File: config.mk
export PLATFORM = sky130hd
export DESIGN_NAME = router_pkt_fifo
export DESIGN_NICKNAME = d
export VERILOG_FILES = /design/src/rtl/router_pkt_fifo.sv
export SDC_FILE = /design/constraint.sdc
export NUM_CORES = 1
export LEC_CHECK = 0
export CAP_MARGIN = 0
export CORE_UTILIZATION = 55
export CTS_CLUSTER_DIAMETER = 100
export DETAILED_ROUTE_END_ITERATION = 12
export GPL_TIMING_DRIVEN = 0
export PLACE_DENSITY_LB_ADDON = 0.05
export SLEW_MARGIN = 40
export SYNTH_ARGS = -nofsm -noshare
export SYNTH_HDL_FRONTEND = slang
export SYNTH_SLANG_ARGS = --single-unit
File: constraint.sdc
create_clock -name clock -period 3.6 [get_ports clock]
set_input_delay 0.72 -clock clock [delete_from_list [all_inputs] [get_ports clock]]
set_output_delay 0.72 -clock clock [all_outputs]
set_load 0.02 [all_outputs]
File: src/rtl/router_pkt_fifo.sv
// Packet-aware FIFO for one router output channel. Each entry carries a header tag,
// and the read side counts packet length so it can flag the final (parity) byte.
module router_pkt_fifo #(
   parameter int DATA_W   = 8,
   parameter int DEPTH    = 16,
   parameter int ADDR_W   = $clog2(DEPTH),
   parameter int AFULL_TH = DEPTH - 2
) (
   input  logic              clock,
   input  logic              resetn,
   input  logic              soft_reset,
   input  logic              write_enb,
   input  logic              lfd_state,
   input  logic [DATA_W-1:0] data_in,
   input  logic              read_enb,
   output logic [DATA_W-1:0] data_out,
   output logic              data_valid,
   output logic              last_out,
   output logic              full,
   output logic              empty,
   output logic              almost_full,
   output logic [ADDR_W:0]   fill_level,
   output logic [ADDR_W:0]   pkt_count,
   output logic              ovf_err,
   output logic              udf_err
);

   localparam logic [ADDR_W:0]   CNT_ONE  = (ADDR_W+1)'(1);
   localparam logic [ADDR_W:0]   DEPTH_L  = (ADDR_W+1)'(DEPTH);
   localparam logic [ADDR_W:0]   AFULL_L  = (ADDR_W+1)'(AFULL_TH);
   localparam logic [DATA_W-2:0] REM_ONE  = (DATA_W-1)'(1);

   // Handshake: a write is taken when write_enb && !full, a read when read_enb && !empty;
   // the popped word appears on data_out with data_valid one edge after the read accept.
   logic [DATA_W:0]   mem [DEPTH];
   logic [ADDR_W:0]   wr_ptr;
   logic [ADDR_W:0]   rd_ptr;
   logic [DATA_W-2:0] rem;
   logic [ADDR_W:0]   fill_next;
   logic [ADDR_W:0]   pkt_next;
   logic [DATA_W:0]   rd_word;
   logic              wr_acc;
   logic              rd_acc;
   logic              rd_tag;

   assign wr_acc  = write_enb && !full;
   assign rd_acc  = read_enb && !empty;
   assign rd_word = mem[rd_ptr[ADDR_W-1:0]];
   assign rd_tag  = rd_word[DATA_W];

   always_comb begin
      fill_next = fill_level;
      if (wr_acc && !rd_acc)
         fill_next = fill_level + CNT_ONE;
      else if (rd_acc && !wr_acc)
         fill_next = fill_level - CNT_ONE;
   end

   always_comb begin
      pkt_next = pkt_count;
      if ((wr_acc && lfd_state) && !(rd_acc && rd_tag))
         pkt_next = pkt_count + CNT_ONE;
      else if ((rd_acc && rd_tag) && !(wr_acc && lfd_state))
         pkt_next = pkt_count - CNT_ONE;
   end

   // Storage is never cleared; the tag bit is rewritten with every word.
   always_ff @(posedge clock) begin
      if (wr_acc)
         mem[wr_ptr[ADDR_W-1:0]] <= {lfd_state, data_in};
   end

   always_ff @(posedge clock) begin
      if (!resetn || soft_reset) begin
         wr_ptr      <= '0;
         rd_ptr      <= '0;
         fill_level  <= '0;
         pkt_count   <= '0;
         full        <= 1'b0;
         empty       <= 1'b1;
         almost_full <= 1'b0;
         ovf_err     <= 1'b0;
         udf_err     <= 1'b0;
      end else begin
         if (wr_acc)
            wr_ptr <= wr_ptr + CNT_ONE;
         if (rd_acc)
            rd_ptr <= rd_ptr + CNT_ONE;
         fill_level  <= fill_next;
         pkt_count   <= pkt_next;
         full        <= (fill_next == DEPTH_L);
         empty       <= (fill_next == '0);
         almost_full <= (fill_next >= AFULL_L);
         if (write_enb && full)
            ovf_err <= 1'b1;
         if (read_enb && empty)
            udf_err <= 1'b1;
      end
   end

   // A header reloads the length counter even mid-packet, so a truncated packet never gets last_out.
   always_ff @(posedge clock) begin
      if (!resetn || soft_reset) begin
         data_out   <= '0;
         data_valid <= 1'b0;
         last_out   <= 1'b0;
         rem        <= '0;
      end else if (rd_acc) begin
         data_out   <= rd_word[DATA_W-1:0];
         data_valid <= 1'b1;
         if (rd_tag) begin
            rem      <= {1'b0, rd_word[DATA_W-1:2]} + REM_ONE;
            last_out <= 1'b0;
         end else if (rem == REM_ONE) begin
            rem      <= '0;
            last_out <= 1'b1;
         end else begin
            if (rem != '0)
               rem <= rem - REM_ONE;
            last_out <= 1'b0;
         end
      end else begin
         data_valid <= 1'b0;
         last_out   <= 1'b0;
      end
   end

endmodule

==> results.md, run 1 <==
- Setup repair after global routing missed its margin: no
- Final cycle utilization of the critical path: 92.7%
- Port bufs: 38
- IR Drop Worst-Case VDD: 0.365 mV
- Final hold violations: 0
- Number of synthesized flops with an enable pin: 144
- Detail Route Antenna Nets: 0
- Maximum number of pins on one net before global-route repair: 18
- Part of the Yosys area used for sequential elements: 66.1%
- Worst setup path category: reg -> reg
- Power density of the placed cells: 471 nW/µm²
- Setup_tns: 0 ps
- Least-Margin Pin Slew: 834 ps
- Count of vias placed by the detailed router: 4549
- Quantity of hold-fixing buffers added after cts: 0
- CP Data Required Time: 3960 ps
- Total number of H-tree levels: 4
- Static leakage power: 2.98 nW
- Total number of yosys warnings: 0
- Outcome: finished clean
- Via count of the first global-routing pass: 4450
- Class of the worst hold path: reg -> reg
- Clk slew on worst S/H paths: 70 ps
- Number of detailed-routing iterations run before antenna repair: 6
- Critical path buffers and inverters: 3
- Num rows: 43
- Worst max-slew margin expressed relative to the limit: 44.4%
- Startpoint class of the critical path: flip-flop
- Max Freq: 0.300 GHz
- Vias per std cell: 6.02
- Routed WL per cell: 22.4 µm
- Number of nets in the finished design: 594
- Number of remaining DRC errors: 0
- Skew-Pair Late Insertion Delay: 440 ps
- Standard cell core area: 13900 µm²
- Global route total overflow: 0
- CP Data Arrival Time: 3700 ps
- Number of diodes: 0
- Root buffer cell: sky130_fd_sc_hd__clkbuf_16
- Synth Instances: 504
- Buffers inserted by post-CTS timing repair: 0
- Most frequent cells in the layout: 144 x sky130_fd_sc_hd__edfxtp_1, 44 x sky130_fd_sc_hd__nand2_1, 44 x sky130_fd_sc_hd__dfxtp_1
- Post-Synthesis Net Count: 533
- Overall power of the completed layout: 0.00429 W
- Cell with the biggest individual delay on the critical path: sky130_fd_sc_hd__mux4_2
- Maximum capacitance violations: 0
- Clock tree from TritonCTS: done
- Final Slew Violations: 0
- Cell area after synthesis: 7880 µm²
- Number of cell instances on the worst register-to-register path: 14
- Height of the die: 122 µm
- Share of flip-flops with an asynchronous set or reset: 0%
- Routability-driven placement congestion ratio: 0.859
- Initial antenna violation count: 0
- Peak per-stage delay on the critical path: 510 ps
- HPWL after detailed placement: 11300 µm
- Final setup violation count: 0
- Clock skew after layout: 10.9 ps
- Effective utilization at floorplan: 56.5%
- Inst Count DP: 726
- GRT Util Overall: 24.7%
- Element type at the critical path end: flip-flop
- Top flip-flop cell by instance count after synthesis: sky130_fd_sc_hd__edfxtp_1
- Worst-path cell chain: buf_6 > mux4_2 > mux2_4 > nor2_4 > nor3_2 > inv_1 > ha_1 > inv_1 > fa_1 > a21o_1 > a21oi_1 > xnor2_1 > or3_1 > a21oi_1
- Total placed instance area: 8570 µm²
- Global-route wire length before repair: 25600 µm
- Worst hold start: data_out[2]
- Flops & latches, synth: 188
- Post-route non-filler standard cell count: 756
- Number of ports placed on the die boundary: 39
- Netlist cell types: 65
- Drt total wl: 16900 µm
- Die Span X: 122 µm
- Most common library cell in the layout ignoring fill and taps: sky130_fd_sc_hd__edfxtp_1
- PostCTS Resize Cnt: 0
- Maximum clock insertion buffer count: 2
- Highest net fanout along the worst path: 10
- Starting DRC count in detailed routing: 316
- Synthesis-to-layout area growth: 15.6%
- Number of CTS-inserted buffers: 17
- Top delay family on crit path: multiplexers
- Average cell area after synthesis: 15.6 µm²
- Time the worst path needs with I/O delays and setup: 3340 ps
- Critical Path Stages: 14
- Fraction of layout cells with a size suffix above 1: 16.3%
- Worst Hold Path Cells: 2
- Number of sinks on the clock net: 188
- Finished Cell Area: 9100 µm²
- DIE AREA: 14800 µm²
## metrics by stage
step           utilization [%]  worst slack (ps)  hold slack, ps
3_5_place_dp              61.5             -28.4             455
3_3_place_gp              60.9             -86.2             448
4_1_cts                   65.2              73.4             463
2_1_floorplan                -               554             468
6_report                  65.3               262             456
5_1_grt                   65.3              56.4             473
## final timing paths
path / end / slack (ps)
max: pkt_count[4] / 260
min: data_out[2] / 460
max reg2reg: pkt_count[4] / 260
min reg2reg: data_out[2] / 460
## flip-flops by register name, summed over array words and instances (netlist names), 4 cells and up, named ones only
signal,flops
wr_ptr,4
rem,7
mem,144
rd_ptr,4
pkt_count,5
fill_level,5
data_out,8
## cell type report
class	instances	area, µm²
fillers	972	4830
well taps	180	225
repair buffers	42	415
plain buffers	22	134
flip-flops and latches	188	5200
clock inverters	12	91.3
inverters	15	56.3
clock buffers	18	429
multi-input cells	279	2550
## cell families after synthesis
kind of cell / Yosys count / share of synthesized area, %
XOR/XNOR: 14 / 1.56
adder cells (fa/ha/maj): 15 / 2.48
AND/OR/NAND/NOR: 135 / 8.53
multiplexers: 44 / 12.5
buffers and inverters: 37 / 2.41
flip-flops: 188 / 66.1
AO/OA/AOI/OAI: 71 / 6.42
## synth_stat cells, types with 2 or more instances
cell / n / share of area [%]
sky130_fd_sc_hd__a2111oi_1: 2 / 0.25
sky130_fd_sc_hd__a211oi_1: 2 / 0.19
sky130_fd_sc_hd__a21o_1: 2 / 0.19
sky130_fd_sc_hd__a21oi_1: 25 / 1.6
sky130_fd_sc_hd__a221oi_2: 3 / 0.57
sky130_fd_sc_hd__a22o_1: 2 / 0.22
sky130_fd_sc_hd__a22oi_1: 3 / 0.29
sky130_fd_sc_hd__a22oi_2: 2 / 0.32
sky130_fd_sc_hd__a31oi_1: 6 / 0.48
sky130_fd_sc_hd__and2_1: 5 / 0.40
sky130_fd_sc_hd__and4_1: 3 / 0.33
sky130_fd_sc_hd__buf_2: 7 / 0.44
sky130_fd_sc_hd__buf_6: 2 / 0.29
sky130_fd_sc_hd__clkbuf_1: 10 / 0.48
sky130_fd_sc_hd__dfxtp_1: 44 / 11
sky130_fd_sc_hd__edfxtp_1: 144 / 55
sky130_fd_sc_hd__ha_1: 14 / 2.2
sky130_fd_sc_hd__inv_1: 15 / 0.71
sky130_fd_sc_hd__mux2i_1: 5 / 0.64
sky130_fd_sc_hd__mux4_1: 21 / 7.0
sky130_fd_sc_hd__mux4_2: 16 / 4.6
sky130_fd_sc_hd__nand2_1: 44 / 2.1
sky130_fd_sc_hd__nand2b_1: 6 / 0.48
sky130_fd_sc_hd__nand3_1: 2 / 0.13
sky130_fd_sc_hd__nand4_1: 6 / 0.48
sky130_fd_sc_hd__nor2_1: 35 / 1.7
sky130_fd_sc_hd__nor2b_1: 6 / 0.48
sky130_fd_sc_hd__nor3_1: 11 / 0.70
sky130_fd_sc_hd__nor4_1: 4 / 0.32
sky130_fd_sc_hd__o21ai_0: 9 / 0.57
sky130_fd_sc_hd__or4b_1: 2 / 0.25
sky130_fd_sc_hd__xnor2_1: 7 / 0.78
sky130_fd_sc_hd__xor2_1: 7 / 0.78
## per-layer routing
metal / vias up / track usage (%) / share of wire (%)
li1: 2092 / - / -
met1: 2300 / 30.3 / 42
met2: 140 / 43.3 / 52
met3: 17 / 5.43 / 4.3
met4: 0 / 8.33 / 1.1
met5: - / 0 / 0
## power by group
group	internal (W)	total (W)	switching [W]
Clock	0.000882	0.00169	0.000811
Combinational	0.0000940	0.000230	0.000136
Sequential	0.00235	0.00236	0.0000120
## worst register-to-register path, stage by stage, from the launching register on
cell and delay (ps):
sky130_fd_sc_hd__dfxtp_1 370, sky130_fd_sc_hd__buf_6 170, sky130_fd_sc_hd__mux4_2 510, sky130_fd_sc_hd__mux2_4 320, sky130_fd_sc_hd__nor2_4 160, sky130_fd_sc_hd__nor3_2 90
sky130_fd_sc_hd__inv_1 70, sky130_fd_sc_hd__ha_1 170, sky130_fd_sc_hd__inv_1 100, sky130_fd_sc_hd__fa_1 410, sky130_fd_sc_hd__a21o_1 180, sky130_fd_sc_hd__a21oi_1 170
sky130_fd_sc_hd__xnor2_1 90, sky130_fd_sc_hd__or3_1 300, sky130_fd_sc_hd__a21oi_1 150
Note: power is estimated with default switching activity, not from simulation.
==> inputs of run 2 (changes only) <==
- GPL_ROUTABILITY_DRIVEN: unset -> 0
==> results.md, run 2 (synthesis gave the netlist of run 1 again) <==
- Maximum capacitance violations: 0
- Post-route non-filler standard cell count: 757
- Vias per std cell: 5.95
- Number of cell instances on the worst register-to-register path: 14
- Power density of the placed cells: 491 nW/µm²
- Global route total overflow: 0
- Max Freq: 0.294 GHz
- Maximum number of pins on one net before global-route repair: 18
- Number of sinks on the clock net: 188
- Buffers inserted by post-CTS timing repair: 0
- Number of ports placed on the die boundary: 39
- Slack of the worst reg-to-reg path: 190 ps
- Global-route wire length before repair: 25300 µm
- Final cycle utilization of the critical path: 94.6%
- Die Span X: 122 µm
- Quantity of hold-fixing buffers added after cts: 0
- Synthesis-to-layout area growth: 16.6%
- Highest net fanout along the worst path: 10
- Final hold violations: 0
- Clock skew after layout: 17.7 ps
- PostCTS Resize Cnt: 0
- Setup_tns: 0 ps
- Clock tree from TritonCTS: done
- Port bufs: 38
- Worst max-slew margin expressed relative to the limit: 47.3%
- CP Data Arrival Time: 3760 ps
- Routed WL per cell: 22.0 µm
- Via count of the first global-routing pass: 4370
- Initial antenna violation count: 0
- Startpoint class of the critical path: flip-flop
- Number of diodes: 0
- Time the worst path needs with I/O delays and setup: 3410 ps
- Number of nets in the finished design: 594
- Least-Margin Pin Slew: 790 ps
- Most common library cell in the layout ignoring fill and taps: sky130_fd_sc_hd__edfxtp_1
- Area of all sequential standard cells: 5200 µm²
- Final Slew Violations: 0
- Num rows: 43
- Number of remaining DRC errors: 0
- Height of the die: 122 µm
- Effective utilization at floorplan: 56.5%
- Drt total wl: 16600 µm
- Worst reg2reg path endpoint: pkt_count[4]
- Largest register FFs: 144
- Fill cells: 966
- Static leakage power: 3.02 nW
- Worst setup path category: reg -> reg
- Root buffer cell: sky130_fd_sc_hd__clkbuf_16
- Setup repair after global routing missed its margin: no
- Worst hold start: data_out[2]
- Maximum clock insertion buffer count: 2
- Fraction of layout cells with a size suffix above 1: 16.8%
- Count of vias placed by the detailed router: 4501
- CP Data Required Time: 3950 ps
- Inst Count DP: 727
- GRT Util Overall: 24.5%
- Worst Hold End: data_out[2]
- IR Drop Worst-Case VDD: 0.611 mV
- DIE AREA: 14800 µm²
- HPWL after detailed placement: 11000 µm
- Final setup violation count: 0
- Element type at the critical path end: flip-flop
- Outcome: finished clean
- Standard cell core area: 13900 µm²
- Detail Route Antenna Nets: 0
- Number of detailed-routing iterations run before antenna repair: 4
- Starting DRC count in detailed routing: 459
- Skew-Pair Late Insertion Delay: 440 ps
- Most frequent cells in the layout: 144 x sky130_fd_sc_hd__edfxtp_1, 44 x sky130_fd_sc_hd__nand2_1, 44 x sky130_fd_sc_hd__dfxtp_1
- Worst Hold Path Cells: 2
- Class of the worst hold path: reg -> reg
- Number of CTS-inserted buffers: 17
- Clk slew on worst S/H paths: 60 ps
- Total number of H-tree levels: 4
- Footprint of the multi-input gates: 2550 µm²
[run 2: cell count changes in the layout (fill, tap and decap cells not counted), sizes merged]
cell      delta
bufinv       +3
clkbuf       -1
clkinv       -2
clkinvlp     -1
inv          +2
[run 2: cell type report]
cell class	instances	area share, %
tap	180	2.45
clock buffer	17	4.63
buffer	21	1.40
timing repair buffer	43	4.52
sequential	188	56.7
clock inverter	14	1.97
multi-input combinational	279	27.7
inverter	15	0.613
[run 2: through the flow]
| stage | hold WS (ps) | utilization, % | area [µm²] | worst slack, ps | total power (W) |
|---|---|---|---|---|---|
| global placement | 446 | 60.9 | 8480 | -95.3 | 0.00262 |
| finish | 453 | 65.9 | 9190 | 195 | 0.00451 |
| global route | 471 | 65.9 | 9190 | 32.4 | 0.00464 |
| detailed placement | 448 | 61.5 | 8570 | -4.70 | 0.00263 |
| CTS | 455 | 65.9 | 9180 | 3.70 | 0.00454 |
| floorplan | 468 | - | 7880 | 554 | 0.00254 |
[run 2: worst max path at each step]
| stage | from | slack, ps | end |
|---|---|---|---|
| floorplan | flip-flop | 550 | pkt_count[4] |
| global placement | write_enb | -100 | mem[1][7] |
| detailed placement | read_enb | -5 | pkt_count[4] |
| CTS | flip-flop | 4 | pkt_count[4] |
| global route | flip-flop | 30 | pkt_count[4] |
| finish | flip-flop | 190 | pkt_count[4] |
[run 2: metal layers]
| layer | track usage (%) | wire length, µm |
|---|---|---|
| met1 | 30.1 | 7000 |
| met2 | 43.3 | 8730 |
| met3 | 5.38 | 707 |
| met4 | 7.41 | 182 |
| met5 | 0 | 0 |
[run 2: power by group]
part	total, W	switching (W)	internal, W
Clock	0.00192	0.000819	0.00110
Combinational	0.000227	0.000134	0.0000926
Sequential	0.00236	0.0000118	0.00235
[run 2: worst max-delay path: stages, from the launching register on]
cell,delay [ps]
sky130_fd_sc_hd__dfxtp_1,370
sky130_fd_sc_hd__buf_6,170
sky130_fd_sc_hd__mux4_2,510
sky130_fd_sc_hd__mux2_4,320
sky130_fd_sc_hd__nor2_4,180
sky130_fd_sc_hd__nor3_2,90
sky130_fd_sc_hd__inv_1,70
sky130_fd_sc_hd__ha_1,190
sky130_fd_sc_hd__inv_1,120
sky130_fd_sc_hd__fa_1,420
sky130_fd_sc_hd__a21o_1,180
sky130_fd_sc_hd__a21oi_1,170
sky130_fd_sc_hd__xnor2_1,90
sky130_fd_sc_hd__or3_1,300
sky130_fd_sc_hd__a21oi_1,140
==> inputs of run 3 (changes only) <==
- ABC_CLOCK_PERIOD_IN_PS: unset -> 3600
- PLACE_DENSITY: unset -> 0.75
- PLACE_DENSITY_LB_ADDON: 0.05 -> unset
==> results.md, run 3 (synthesis gave the netlist of run 1 again) <==
- Outcome: finished clean
- Quantity of hold-fixing buffers added after cts: 0
- Maximum capacitance violations: 0
- Most congested layer reported by global routing: met2
- Worst Hold End: data_out[0]
- Clock tree from TritonCTS: done
- Area of all sequential standard cells: 5200 µm²
- Worst hold start: data_out[0]
- Vias per std cell: 6.07
- Worst setup path category: reg -> reg
- Clk slew on worst S/H paths: 70 ps
- Number of remaining DRC errors: 0
- Count of vias placed by the detailed router: 4604
- Part of the total power dissipated in the clock network: 40.4%
- Overall power of the completed layout: 0.00434 W
- Final WS setup: 193 ps
- Inst Count DP: 726
- P_int: 0.00335 W
- Worst Hold Path Cells: 2
- PostCTS Resize Cnt: 0
- Via count of the first global-routing pass: 4520
- Detail Route Antenna Nets: 0
- Root buffer cell: sky130_fd_sc_hd__clkbuf_16
- Starting DRC count in detailed routing: 330
- Largest register FFs: 144
- Number of cell instances on the worst register-to-register path: 14
- Num rows: 43
- Total number of H-tree levels: 4
- Initial antenna violation count: 0
- Number of nets in the finished design: 594
- Class of the worst hold path: reg -> reg
- Fill cells: 959
- Net switching power figure: 0.000993 W
- Setup_tns: 0 ps
- Most frequent cells in the layout: 144 x sky130_fd_sc_hd__edfxtp_1, 44 x sky130_fd_sc_hd__nand2_1, 44 x sky130_fd_sc_hd__dfxtp_1
- Worst max-slew margin expressed relative to the limit: 47.5%
- Routed WL per cell: 21.6 µm
- Number of ports placed on the die boundary: 39
- GRT Util Overall: 23.9%
- Skew-Pair Late Insertion Delay: 440 ps
- Synthesis-to-layout area growth: 15.9%
- Met2 Resource Use GR: 39.5%
- Final Slew Violations: 0
- Power density of the placed cells: 475 nW/µm²
- Maximum clock insertion buffer count: 2
- Static leakage power: 2.98 nW
- Post-Place Setup Slack: -119 ps
- Global Route met1 Usage: 30.6%
- Die Span X: 122 µm
- HPWL after detailed placement: 10800 µm
- Port bufs: 38
- Top delay family on crit path: multiplexers
- Final setup violation count: 0
- Global-route wire length before repair: 25200 µm
- Worst-path cell chain: buf_6 > mux4_2 > mux2_4 > nor2_4 > nor3_2 > inv_1 > ha_1 > inv_1 > fa_1 > a21o_1 > a21oi_1 > xnor2_1 > or3_1 > a21oi_1
- Number of CTS-inserted buffers: 17
- Least-Margin Pin Slew: 787 ps
- Element type at the critical path end: flip-flop
- Share of total power consumed by net switching: 22.9%
- CP Data Required Time: 3960 ps
- Number of sinks on the clock net: 188
- Fraction of layout cells with a size suffix above 1: 17.0%
- Startpoint class of the critical path: flip-flop
- Drt total wl: 16400 µm
- Worst reg2reg path endpoint: pkt_count[4]
- Final cycle utilization of the critical path: 94.7%
- Total placed instance area: 8560 µm²
- Standard cell core area: 13900 µm²
- Number of detailed-routing iterations run before antenna repair: 5
- Cell with the biggest individual delay on the critical path: sky130_fd_sc_hd__mux4_2
- Maximum number of pins on one net before global-route repair: 19
- Post-route non-filler standard cell count: 758
- Most common library cell in the layout ignoring fill and taps: sky130_fd_sc_hd__edfxtp_1
- Max Freq: 0.293 GHz
- Reg power frac: 54.4%
- Met3 GRT Util: 5.48%
- Finished Cell Area: 9130 µm²
- Buffers inserted by post-CTS timing repair: 0
- Final hold violations: 0
- Global route total overflow: 0
- Combinational cell fraction of total power: 5.2%
- Clock skew after layout: 14.4 ps
- Highest net fanout along the worst path: 10
- Effective utilization at floorplan: 56.5%
- Critical path buffers and inverters: 3
- Height of the die: 122 µm
- DIE AREA: 14800 µm²
- CP Data Arrival Time: 3770 ps
- Peak per-stage delay on the critical path: 530 ps
- Time the worst path needs with I/O delays and setup: 3410 ps
- Slack of the worst reg-to-reg path: 190 ps
- Footprint of the multi-input gates: 2550 µm²
- Number of diodes: 0
- IR Drop Worst-Case VDD: 0.372 mV
run 3: worst min-delay path, cell delays in order (launching register included):
cell                      delay [ps]
sky130_fd_sc_hd__dfxtp_1         310
sky130_fd_sc_hd__nand2_1          50
sky130_fd_sc_hd__a21oi_1          60
run 3: routing by layer:
metal | wire (µm) | vias to the layer above
li1 | - | 2094
met1 | 6920 | 2296
met2 | 8190 | 183
met3 | 900 | 31
met4 | 365 | 0
met5 | 0 | -
run 3: stage by stage:
step                utilization [%]  hold slack (ps)
CTS                            65.4              461
floorplan                         -              468
global placement               60.9              445
global route                   65.5              486
detailed placement             61.4              451
finish                         65.5              463
run 3: final cells by class:
class	instances	area share [%]
well taps	180	2.47
clock inverters	14	1.40
plain buffers	22	1.47
inverters	15	0.616
multi-input cells	279	27.9
clock buffers	18	4.70
repair buffers	42	4.47
flip-flops and latches	188	57.0
run 3: power by group through the flow:
stage | clock network (W) | logic (W) | registers (W)
2_1_floorplan | 0 | 0.000127 | 0.00242
3_3_place_gp | 0 | 0.000212 | 0.00241
3_5_place_dp | 0 | 0.000222 | 0.00241
4_1_cts | 0.00178 | 0.000225 | 0.00236
5_1_grt | 0.00186 | 0.000247 | 0.00236
6_report | 0.00175 | 0.000226 | 0.00236
run 3: worst max path at each step:
stage          slack, ps            to  cells past startpoint
3_5_place_dp        -120  pkt_count[4]                     13
6_report             190  pkt_count[4]                     14
2_1_floorplan        550  pkt_count[4]                     14
5_1_grt               -2  pkt_count[4]                     14
4_1_cts               30  pkt_count[4]                     15
3_3_place_gp         -30  pkt_count[4]                     13
